==> src/rtl/bcd_pkg.sv <==
// Shared constants for the sequential binary-to-BCD converter:
// state encoding, digit width and the add-3 correction threshold.
package bcd_pkg;

    localparam logic [1:0] ST_IDLE  = 2'd0;
    localparam logic [1:0] ST_SHIFT = 2'd1;
    localparam logic [1:0] ST_DONE  = 2'd2;

    localparam int BCD_W = 4;

    // Digits at or above this value overflow past 9 when doubled,
    // so they receive +3 before the shift.
    localparam logic [BCD_W-1:0] ADD3_THRESH = 4'd5;

    typedef enum logic [1:0] {
        S_IDLE  = ST_IDLE,
        S_SHIFT = ST_SHIFT,
        S_DONE  = ST_DONE
    } state_t;

endpackage

==> src/rtl/bcd_digit_adj.sv <==
// Combinational add-3 correction for one BCD digit of the double-dabble scratch.
module bcd_digit_adj
    import bcd_pkg::*;
(
    input  logic [BCD_W-1:0] i_digit,
    output logic [BCD_W-1:0] o_digit
);

    // Pre-correct so that the following left shift carries into the next digit.
    always_comb begin
        o_digit = i_digit;
        if (i_digit >= ADD3_THRESH) begin
            o_digit = i_digit + 4'd3;
        end
    end

endmodule

==> src/rtl/bin_to_bcd_seq.sv <==
// Sequential binary-to-BCD converter (double dabble), one input bit per clock.
//
//  state   | meaning
//  --------+-------------------------------------------------------------
//  S_IDLE  | waiting for start; bcd_out/ovf hold the last result
//  S_SHIFT | adjust-and-shift BIN_W times, then publish result and pulse done
//  S_DONE  | done is high for this single cycle; returns to S_IDLE
//
// Bits carried out of the top digit are dropped, leaving the result modulo
// 10**DIGITS; any such carry sets ovf.
module bin_to_bcd_seq
    import bcd_pkg::*;
#(
    parameter int BIN_W  = 8,
    parameter int DIGITS = 3
) (
    input  logic                    clk,
    input  logic                    rst,
    input  logic                    start,
    input  logic [BIN_W-1:0]        bin_in,
    output logic                    busy,
    output logic                    done,
    output logic [BCD_W*DIGITS-1:0] bcd_out,
    output logic                    ovf
);

    localparam int SCR_W = BCD_W * DIGITS;
    localparam int CNT_W = $clog2(BIN_W + 1);

    state_t             r_state;
    logic [BIN_W-1:0]   r_bin;
    logic [SCR_W-1:0]   r_scr;
    logic [CNT_W-1:0]   r_cnt;
    logic               r_ovf_acc;
    logic [SCR_W-1:0]   r_bcd;
    logic               r_ovf;
    logic               r_done;

    state_t             w_state_nxt;
    logic [BIN_W-1:0]   w_bin_nxt;
    logic [SCR_W-1:0]   w_scr_nxt;
    logic [CNT_W-1:0]   w_cnt_nxt;
    logic               w_ovf_acc_nxt;
    logic [SCR_W-1:0]   w_bcd_nxt;
    logic               w_ovf_nxt;
    logic               w_done_nxt;
    logic [SCR_W-1:0]   w_adj;

    for (genvar g = 0; g < DIGITS; g++) begin : g_adj
        bcd_digit_adj u_adj (
            .i_digit (r_scr[g*BCD_W +: BCD_W]),
            .o_digit (w_adj[g*BCD_W +: BCD_W])
        );
    end

    // State and datapath registers; reset clears everything and aborts a conversion.
    always_ff @(posedge clk) begin
        if (rst) begin
            r_state   <= S_IDLE;
            r_bin     <= '0;
            r_scr     <= '0;
            r_cnt     <= '0;
            r_ovf_acc <= 1'b0;
            r_bcd     <= '0;
            r_ovf     <= 1'b0;
            r_done    <= 1'b0;
        end else begin
            r_state   <= w_state_nxt;
            r_bin     <= w_bin_nxt;
            r_scr     <= w_scr_nxt;
            r_cnt     <= w_cnt_nxt;
            r_ovf_acc <= w_ovf_acc_nxt;
            r_bcd     <= w_bcd_nxt;
            r_ovf     <= w_ovf_nxt;
            r_done    <= w_done_nxt;
        end
    end

    // Next-state and next-datapath decode; the counter runs down to a terminal count of zero.
    always_comb begin
        w_state_nxt   = r_state;
        w_bin_nxt     = r_bin;
        w_scr_nxt     = r_scr;
        w_cnt_nxt     = r_cnt;
        w_ovf_acc_nxt = r_ovf_acc;
        w_bcd_nxt     = r_bcd;
        w_ovf_nxt     = r_ovf;
        w_done_nxt    = 1'b0;
        case (r_state)
            S_IDLE: begin
                if (start) begin
                    w_bin_nxt     = bin_in;
                    w_scr_nxt     = '0;
                    w_ovf_acc_nxt = 1'b0;
                    w_cnt_nxt     = CNT_W'(BIN_W);
                    w_state_nxt   = S_SHIFT;
                end
            end
            S_SHIFT: begin
                if (r_cnt == '0) begin
                    w_bcd_nxt   = r_scr;
                    w_ovf_nxt   = r_ovf_acc;
                    w_done_nxt  = 1'b1;
                    w_state_nxt = S_DONE;
                end else begin
                    w_scr_nxt     = {w_adj[SCR_W-2:0], r_bin[BIN_W-1]};
                    w_bin_nxt     = r_bin << 1;
                    w_ovf_acc_nxt = r_ovf_acc | w_adj[SCR_W-1];
                    w_cnt_nxt     = r_cnt - CNT_W'(1);
                end
            end
            S_DONE: begin
                w_state_nxt = S_IDLE;
            end
            default: begin
                w_state_nxt = S_IDLE;
            end
        endcase
    end

    assign busy    = (r_state != S_IDLE);
    assign done    = r_done;
    assign bcd_out = r_bcd;
    assign ovf     = r_ovf;

endmodule

==> config.mk <==
export PLATFORM = sky130hd
export DESIGN_NAME = bin_to_bcd_seq
export DESIGN_NICKNAME = d
export VERILOG_FILES = /design/src/rtl/bcd_pkg.sv /design/src/rtl/bcd_digit_adj.sv /design/src/rtl/bin_to_bcd_seq.sv
export SDC_FILE = /design/constraint.sdc
export NUM_CORES = 1
export LEC_CHECK = 0
export ABC_AREA = 0
export CORE_MARGIN = 5
export CORE_UTILIZATION = 48
export DETAILED_ROUTE_END_ITERATION = 12
export HOLD_SLACK_MARGIN = 0.05
export PLACE_DENSITY = 0.71
export SLEW_MARGIN = 20
export SYNTH_ARGS = -nofsm -noshare
export SYNTH_HDL_FRONTEND = slang
export SYNTH_SLANG_ARGS = --single-unit
==> constraint.sdc <==
create_clock -name clk -period 2.7 [get_ports clk]
set_input_delay 0.54 -clock clk [delete_from_list [all_inputs] [get_ports clk]]
set_output_delay 0.54 -clock clk [all_outputs]
set_load 0.01 [all_outputs]
### Yosys cells after proc, flatten, opt, wreduce, memory -nomap -nowiden

Index checks and enable logic that the tools add are counted.

* logic and storage cells: 48
* output and inout bits: 15
* register bits: 41
* input bits: 11

* order comparisons: 3
* bitwise gates (word level): 2
* $add $sub $neg: 4
* reduce and logical (&&, ||, !) cells: 8
* eq/ne operators: 4
* mux-type cells: 19

Operators with widths (count)
* 12-bit two-way mux: 2
* 12-bit one-hot mux with 2 select lines: 1
* 4-bit two-way mux: 5
* 8-bit two-way mux: 2
* 8-bit one-hot mux with 2 select lines: 1
* 4-bit by 2-bit adder with 4-bit output (second input constant): 3
* 4-bit by 3-bit >= comparator with 1-bit output (second input constant): 3
* 4-bit one-hot mux with 2 select lines: 1
* 2-bit inequality test (second input constant): 3
* 4-bit zero test: 1
* 2-bit two-way mux: 2
* 2-bit one-hot mux with 2 select lines: 1
* 2-bit AND reduction: 2
* 2-bit nonzero test: 2
* 4-bit by 1-bit subtractor with 4-bit output (second input constant): 1
* 1-bit two-way mux: 3
* 3-bit AND reduction: 1
* 2-bit by 1-bit equality test with 1-bit output (second input constant): 1
* 2-bit zero test: 1
* 1-bit one-hot mux with 2 select lines: 1
* 2-bit OR reduction: 1
* 1-bit inverter: 1
* 1-bit OR: 1

### Depth between registers and ports, before layout

Gate-level depths: netlist (run 1).

* depth after elaboration: 5
* gate-level depth with buffers: 7
* gate-level depth less buffers: 6

### By module

A second synthesis (run 1) with hierarchy kept.

* cell total of the unflattened synthesis: 251
* area, all modules: 2000.7 um2

Modules (own cells, without submodules)
* bin_to_bcd_seq: instances 1, seq. area each 820.8 um2, area an instance 1696.6 um2, cells each 203
* bcd_digit_adj: instances 3, seq. area each 0.0 um2, area an instance 101.3 um2, cells each 16

### Worst setup path before layout (run 1)

No wires, ideal clock.

* path kind: register to register
* start: reg r_cnt[0]
* end: reg r_scr[8]
* period minus slack after synthesis: 1.625 ns
* setup slack: 1.075 ns
* data arrival time: 1.556 ns
* stages on the path, launching flop included: 8
* path buffers: 1
* required time: 2.631 ns
* setup time: 0.069 ns
* path through: dfxtp_1 > inv_1 > ha_1 > nor3b_4 > nor2_2 > buf_2 > or4_1 > o21ai_1

* word-level cells in the longest chain between the ends: 3

Ends and longest elaborated chain
* start, declared: line bin_to_bcd_seq.sv:33 `logic [CNT_W-1:0] r_cnt;`
* start signal, assigned: line bin_to_bcd_seq.sv:71 `r_cnt <= w_cnt_nxt;`
* 4-bit zero test: line bin_to_bcd_seq.sv:100 `if (r_cnt == '0) begin`
* 2-bit inequality test (no source line)
* 3-bit AND reduction (no source line)
* end signal, assigned: line bin_to_bcd_seq.sv:70 `r_scr <= w_scr_nxt;`
* end, declared: line bin_to_bcd_seq.sv:32 `logic [SCR_W-1:0] r_scr;`

No other way between the ends.
A chain may end at the register's enable or synchronous reset.

### Final worst setup path (run 1)

* start: reg r_state[1]
* end: reg r_scr[6]

* word-level cells in the longest chain between the ends: 3
* elaborated cells between the ends (all ways): 7
* those cells by class: eq/ne (3); mux (1); reduce/logical (3)

Ends and longest elaborated chain
* start, declared: line bin_to_bcd_seq.sv:30 `state_t r_state;`
* start signal, assigned: line bin_to_bcd_seq.sv:68 `r_state <= w_state_nxt;`
* 2-bit by 1-bit equality test with 1-bit output / 2-bit zero test (equally long branches): line bin_to_bcd_seq.sv:89 `case (r_state)`
* 2-bit inequality test (no source line) / 2-bit nonzero test (equally long branches)
* 3-bit AND reduction (no source line)

Parallel ways exist; a longest one is shown, timed or not.

==> impl_metrics.ini, run 1 <==
[outcome]
status = complete, no violations

[floorplan]
core_area_mm2 = 0.003744
die-height_um = 72.89
die_area_mm2 = 0.005312
start_util_pct = 50.70
floorplan.die.width_um = 72.89
floorplan.io_pins = 26
row_count = 22

[clock_tree]
clkSlewWorstSetupHoldPaths_ps = 80
clkLatencyLatePin_ps = 300
cts_max_level = 2
hold_buffers = 0
root_buffer_master = sky130_fd_sc_hd__clkbuf_8
cts_made_buffers = 5
cts-root-to-sink-buffers = 2
post_cts_buffers = 0
cts_tree = built
clkSinkCount = 41
ctsResizeCount = 0

[logic_synthesis]
synth.avg_cell_area_um2 = 8.289
yosysSeqAreaShare_pct = 43.24
post_synth_instance_area_mm2 = 0.001898
synth_top_cells_by_count = sky130_fd_sc_hd__nand2_1 (44), sky130_fd_sc_hd__dfxtp_1 (41), sky130_fd_sc_hd__a21oi_1 (21)
cells_after_synthesis = 229
synth_area_leader_cell = sky130_fd_sc_hd__dfxtp_1
ys_warn_count = 0
synth_edf_count = 0
yosys_register_bits = 41
yosys.area.top_type_share_pct = 43.24
yosys.cell_count.top_type = sky130_fd_sc_hd__nand2_1
post_synth_main_area_contributors = sky130_fd_sc_hd__dfxtp_1 (43%), sky130_fd_sc_hd__nand2_1 (8.7%), sky130_fd_sc_hd__a21oi_1 (5.5%)
async_reset_ff_share_pct = 0
dominantRegCellSynth = sky130_fd_sc_hd__dfxtp_1
count_of_distinct_cell_types_in_the_synthesized_netlist = 37
synth_nets = 248

[timing]
fin_tns_setup_ps = 0
worst_slew_margin_rel_pct = 53.16
number_of_max_slew_violations_in_the_final_report = 0
tcrit_tclk_final_pct = 73.00
rsz0062_at_grt = no
hold_viol_final = 0
worst_slew_pin_slew_ps = 702.5
fmaxAchievable_ghz = 0.5073
final_period_minus_worst_setup_slack_ps = 1971
clock_skew_ps = 6.245
setup-violations-final = 0

[layout]
fill_cell_count = 359
regArea_um2 = 820.8
fin_nets = 271
antenna_cells_inserted = 0
layout-drive-gt1-share_pct = 9.486
flow.area_growth_from_synthesis_pct = 21.82
multi_input_area_um2 = 980.9
instances_no_fill = 301

[placed_design]
port_bufs = 25
hpwlAfterDp_um = 2780
post-place-cells = 293
gp_routability_congestion = 0.8192

[drt]
drt-vias-per-instance = 5.468
detailedRoute.firstPassIterationCount = 4
via_count = 1646
wirelength_um = 4028
detailroute.wirelength.met3_um = 212
drc = 0
initial_detailed_routing_violation_count = 132
wl_met1_um = 1914
highest_routed_metal_layer = met4
detail-route-antenna-nets = 0
met2_wirelength_um = 1827
post_drt_wl_per_cell_um = 13.38

[pwr]
p_sw_share_pct = 24.91
p_clk_share_pct = 38.5
power_share_of_the_sequential_group_pct = 48.3
power_density_mw_per_mm2 = 573.4
leakagePower_nw = 0.7921
internal_power_mw = 0.9955
p_sw_mw = 0.3302
comb_power_share_pct = 13.1
max-vdd-ir-drop_mv = 0.3718

[setup_path]
crit_fanout = 16
startpoint_type = register
arrival_ps = 2190
criticalPathCategory = reg -> reg
worst_setup_path_end_kind = register
critical_path_required_ps = 2920

[global_route]
antenna_found_initial = 0
first_global_vias = 1418
grt_util_all_layers_pct = 15.93
wire_length_of_the_first_global_routing_pass_um = 6637
grt_overflow = 0
grt_max_degree = 48

[job]
maxCapViolations = 0

[hold_path]
class_of_the_worst_hold_path = reg -> reg
[metal layers]
layer	global-route usage, %	vias to the layer above
met4	6.967	0
met3	3.719	8
li1	-	847
met2	23.55	34
met5	0	-
met1	22.00	757
[power by group through the flow]
| stage | Combinational [mW] | Clock, mW | Sequential, mW |
|---|---|---|---|
| 3_3_place_gp | 0.172 | 0 | 0.654 |
| 5_1_grt | 0.193 | 0.541 | 0.643 |
| 2_1_floorplan | 0.121 | 0 | 0.652 |
| 3_5_place_dp | 0.176 | 0 | 0.655 |
| 4_1_cts | 0.176 | 0.520 | 0.641 |
| 6_report | 0.174 | 0.511 | 0.641 |
[kinds of logic (layout without fill, tap and decap cells)]
group | after synthesis | in the layout | synth area share [%]
AND/OR/NAND/NOR | 99 | 99 | 25.91
AO/OA/AOI/OAI | 50 | 50 | 16.08
flip-flops | 41 | 41 | 43.24
buffers and inverters | 23 | 47 | 5.076
adder cells (fa/ha/maj) | 8 | 8 | 5.274
multiplexers | 7 | 7 | 3.955
XOR/XNOR | 1 | 1 | 0.4615
[flip-flops by register name, indices dropped and copies added (netlist names)]
name	count
r_state	2
r_bin	8
ovf	1
r_cnt	4
r_scr	12
done	1
bcd_out	12
r_ovf_acc	1
[path summary, 6_finish.rpt]
kind | start | to | slack [ps] | cells past startpoint
max | r_state[1] | r_scr[6] | 730 | 4
min reg2reg | ovf | ovf | 450 | 2
min | ovf | ovf | 450 | 2
max reg2reg | r_state[1] | r_scr[6] | 730 | 4
[cell type report]
class | count | share of cell area (%)
Multi-Input combinational cell | 165 | 42.42
Sequential cell | 41 | 35.50
Timing Repair Buffer | 30 | 12.99
Clock buffer | 7 | 3.734
Tap cell | 48 | 2.597
Inverter | 9 | 1.461
Clock inverter | 1 | 1.299
[layout by cell type, fill, tap and decap left out, types with 6 or more instances in the layout]
master / instances
sky130_fd_sc_hd__nand2_1: 44
sky130_fd_sc_hd__o21ai_0: 9
sky130_fd_sc_hd__inv_1: 9
sky130_fd_sc_hd__clkdlybuf4s50_1: 25
sky130_fd_sc_hd__ha_1: 8
sky130_fd_sc_hd__nor2_1: 14
sky130_fd_sc_hd__dfxtp_1: 41
sky130_fd_sc_hd__a21oi_1: 21
sky130_fd_sc_hd__nand3_1: 12
sky130_fd_sc_hd__a311oi_1: 6
sky130_fd_sc_hd__clkbuf_8: 6
sky130_fd_sc_hd__nor4_1: 6
[stage by stage]
stage               worst slack (ps)  hold slack [ps]  util, %  instance area (um^2)  total power [mW]
finish                         728.9            453.6    61.76                  2312             1.326
global route                   485.7            473.2    61.76                  2312             1.378
CTS                            685.8            458.1    61.76                  2312             1.337
detailed placement             417.1            445.9    58.66                  2196            0.8307
global placement               506.6            442.3    58.66                  2196            0.8264
floorplan                       1075            424.9        -                  1898            0.7730
[worst max-delay path, stage by stage (launching register included)]
cell and delay [ps]:
sky130_fd_sc_hd__dfxtp_1 350, sky130_fd_sc_hd__nand2b_1 470, sky130_fd_sc_hd__o21ai_2 610, sky130_fd_sc_hd__nand2_1 250, sky130_fd_sc_hd__o21ai_0 220
Note: power is estimated with default switching activity, not from simulation.
==> run 2, diff against run 1 <==
==> constraint.sdc (replaced) <==
create_clock -name clk -period 2.01 [get_ports clk]
set_input_delay 0.402 -clock clk [delete_from_list [all_inputs] [get_ports clk]]
set_output_delay 0.402 -clock clk [all_outputs]
set_load 0.01 [all_outputs]
==> run 2 against run 1 <==
Routed wire length increased by 5.0%. Count of clock-buffer cells in the layout decreased by 1. Combinational power increased by 58%. Cell count increased by 2.3%. Sequential cell count unchanged. Clock power rose by 3%. Cell area grew 1.4%. Sequential share of layout area is 0.47 points lower. Utilization up 0.84 points. Hold slack about the same. Non-clock buffer count up 7. Worst setup slack got worse by 540 ps.
==> impl_metrics.ini, run 2 (synthesized netlist as in run 1, its figures left out) <==
[job]
maxCapViolations = 0

[hold_path]
class_of_the_worst_hold_path = reg -> reg

[setup_path]
critical_path_required_ps = 1610
critical_path.cell_chain = or2_2, clkdlybuf4s50_1
critPathSlowestCell = sky130_fd_sc_hd__clkdlybuf4s50_1
crit_fanout = 5
worst_setup_path_end_kind = output pin
arrival_ps = 1420
criticalPathCategory = reg -> out
cpPeakStageDelay_ps = 480
startpoint_type = register

[clock_tree]
cts_made_buffers = 5
hold_buffers = 0
clkLatencyLatePin_ps = 300
clkSinkCount = 41
root_buffer_master = sky130_fd_sc_hd__clkbuf_8
ctsResizeCount = 0
clkSlewWorstSetupHoldPaths_ps = 80
post_cts_buffers = 0
cts_max_level = 2
cts-root-to-sink-buffers = 2
cts_tree = built

[global_route]
wire_length_of_the_first_global_routing_pass_um = 7348
antenna_found_initial = 0
grt_use_met3_pct = 5.647
gr-usage-met1_pct = 22.39
first_global_vias = 1587
globalRoute.busiestLayer = met2
grt_max_degree = 48
grtUsageMet2_pct = 28.76
grt_util_all_layers_pct = 17.83
grt_overflow = 0

[floorplan]
start_util_pct = 50.70
row_count = 22
floorplan.io_pins = 26
core_area_mm2 = 0.003744
die-height_um = 72.89
floorplan.die.width_um = 72.89
die_area_mm2 = 0.005312

[timing]
setup-violations-final = 0
worst_slew_pin_slew_ps = 537.9
fmaxAchievable_ghz = 0.5502
number_of_max_slew_violations_in_the_final_report = 0
tcrit_tclk_final_pct = 90.42
fin_tns_setup_ps = 0
final_period_minus_worst_setup_slack_ps = 1818
rsz0062_at_grt = no
clock_skew_ps = 6.449
worst_slew_margin_rel_pct = 63.98
hold_viol_final = 0

[layout]
commonest_non_fill_non_tap_cells_in_the_layout = sky130_fd_sc_hd__nand2_1 (44), sky130_fd_sc_hd__dfxtp_1 (41), sky130_fd_sc_hd__clkdlybuf4s50_1 (25), sky130_fd_sc_hd__a21oi_1 (21), sky130_fd_sc_hd__nor2_1 (14)
flow.area_growth_from_synthesis_pct = 23.47
layout.cells.most_common = sky130_fd_sc_hd__nand2_1
finish.utilization_pct = 62.60
layout-drive-gt1-share_pct = 11.92
fin_nets = 278
antenna_cells_inserted = 0

[drt]
via_count = 1671
wirelength_um = 4229
detail-route-antenna-nets = 0
drc = 0
drt-vias-per-instance = 5.425
detailedRoute.firstPassIterationCount = 4
post_drt_wl_per_cell_um = 13.73
initial_detailed_routing_violation_count = 129

[placed_design]
hpwlAfterDp_um = 3037
gp_routability_congestion = 0.8312
port_bufs = 25

[pwr]
power_density_mw_per_mm2 = 709.1
leakagePower_nw = 0.8172
max-vdd-ir-drop_mv = 0.4205

[outcome]
status = complete, no violations
[run 2: cell type report]
class	instances	area, um^2
fillers	354	1400
flip-flops and latches	41	820.8
clock inverters	2	10.01
repair buffers	37	365.4
clock buffers	6	72.57
well taps	48	60.06
inverters	9	33.78
multi-input cells	165	980.9
[run 2: through the flow]
stage	power (mW)	area, um^2	hold slack, ps	setup slack (ps)	instances
floorplan	1.038	1898	424.9	385.0	229
global placement	1.150	2261	442.0	58.37	300
detailed placement	1.156	2261	445.4	-8.399	300
CTS	1.675	2344	456.7	182.9	308
global route	1.749	2344	477.6	51.42	308
finish	1.662	2344	454.0	192.5	308
[run 2: final timing paths]
kind                   start         end  slack [ps]  cells past startpoint
setup / recovery  r_state[0]        busy         190                      2
setup reg to reg    r_cnt[0]    r_cnt[0]         220                      6
hold / removal    bcd_out[0]  bcd_out[0]         450                      2
hold reg to reg   bcd_out[0]  bcd_out[0]         450                      2
[run 2: where the power goes]
part,internal [mW],switching (mW)
Combinational,0.121,0.154
Clock,0.241,0.285
Sequential,0.841,0.0203
[run 2: worst max-delay path: cells and delay by family (launching register included)]
family | cells | cell delay (ps)
buf+inv | 1 | 480
flops | 1 | 350
simple gates | 1 | 300
[run 2: routing by layer]
layer | wire length [um] | vias to the layer above
met5 | 0 | -
met4 | 55 | 0
met3 | 247 | 5
met2 | 2004 | 34
met1 | 1921 | 769
li1 | - | 863
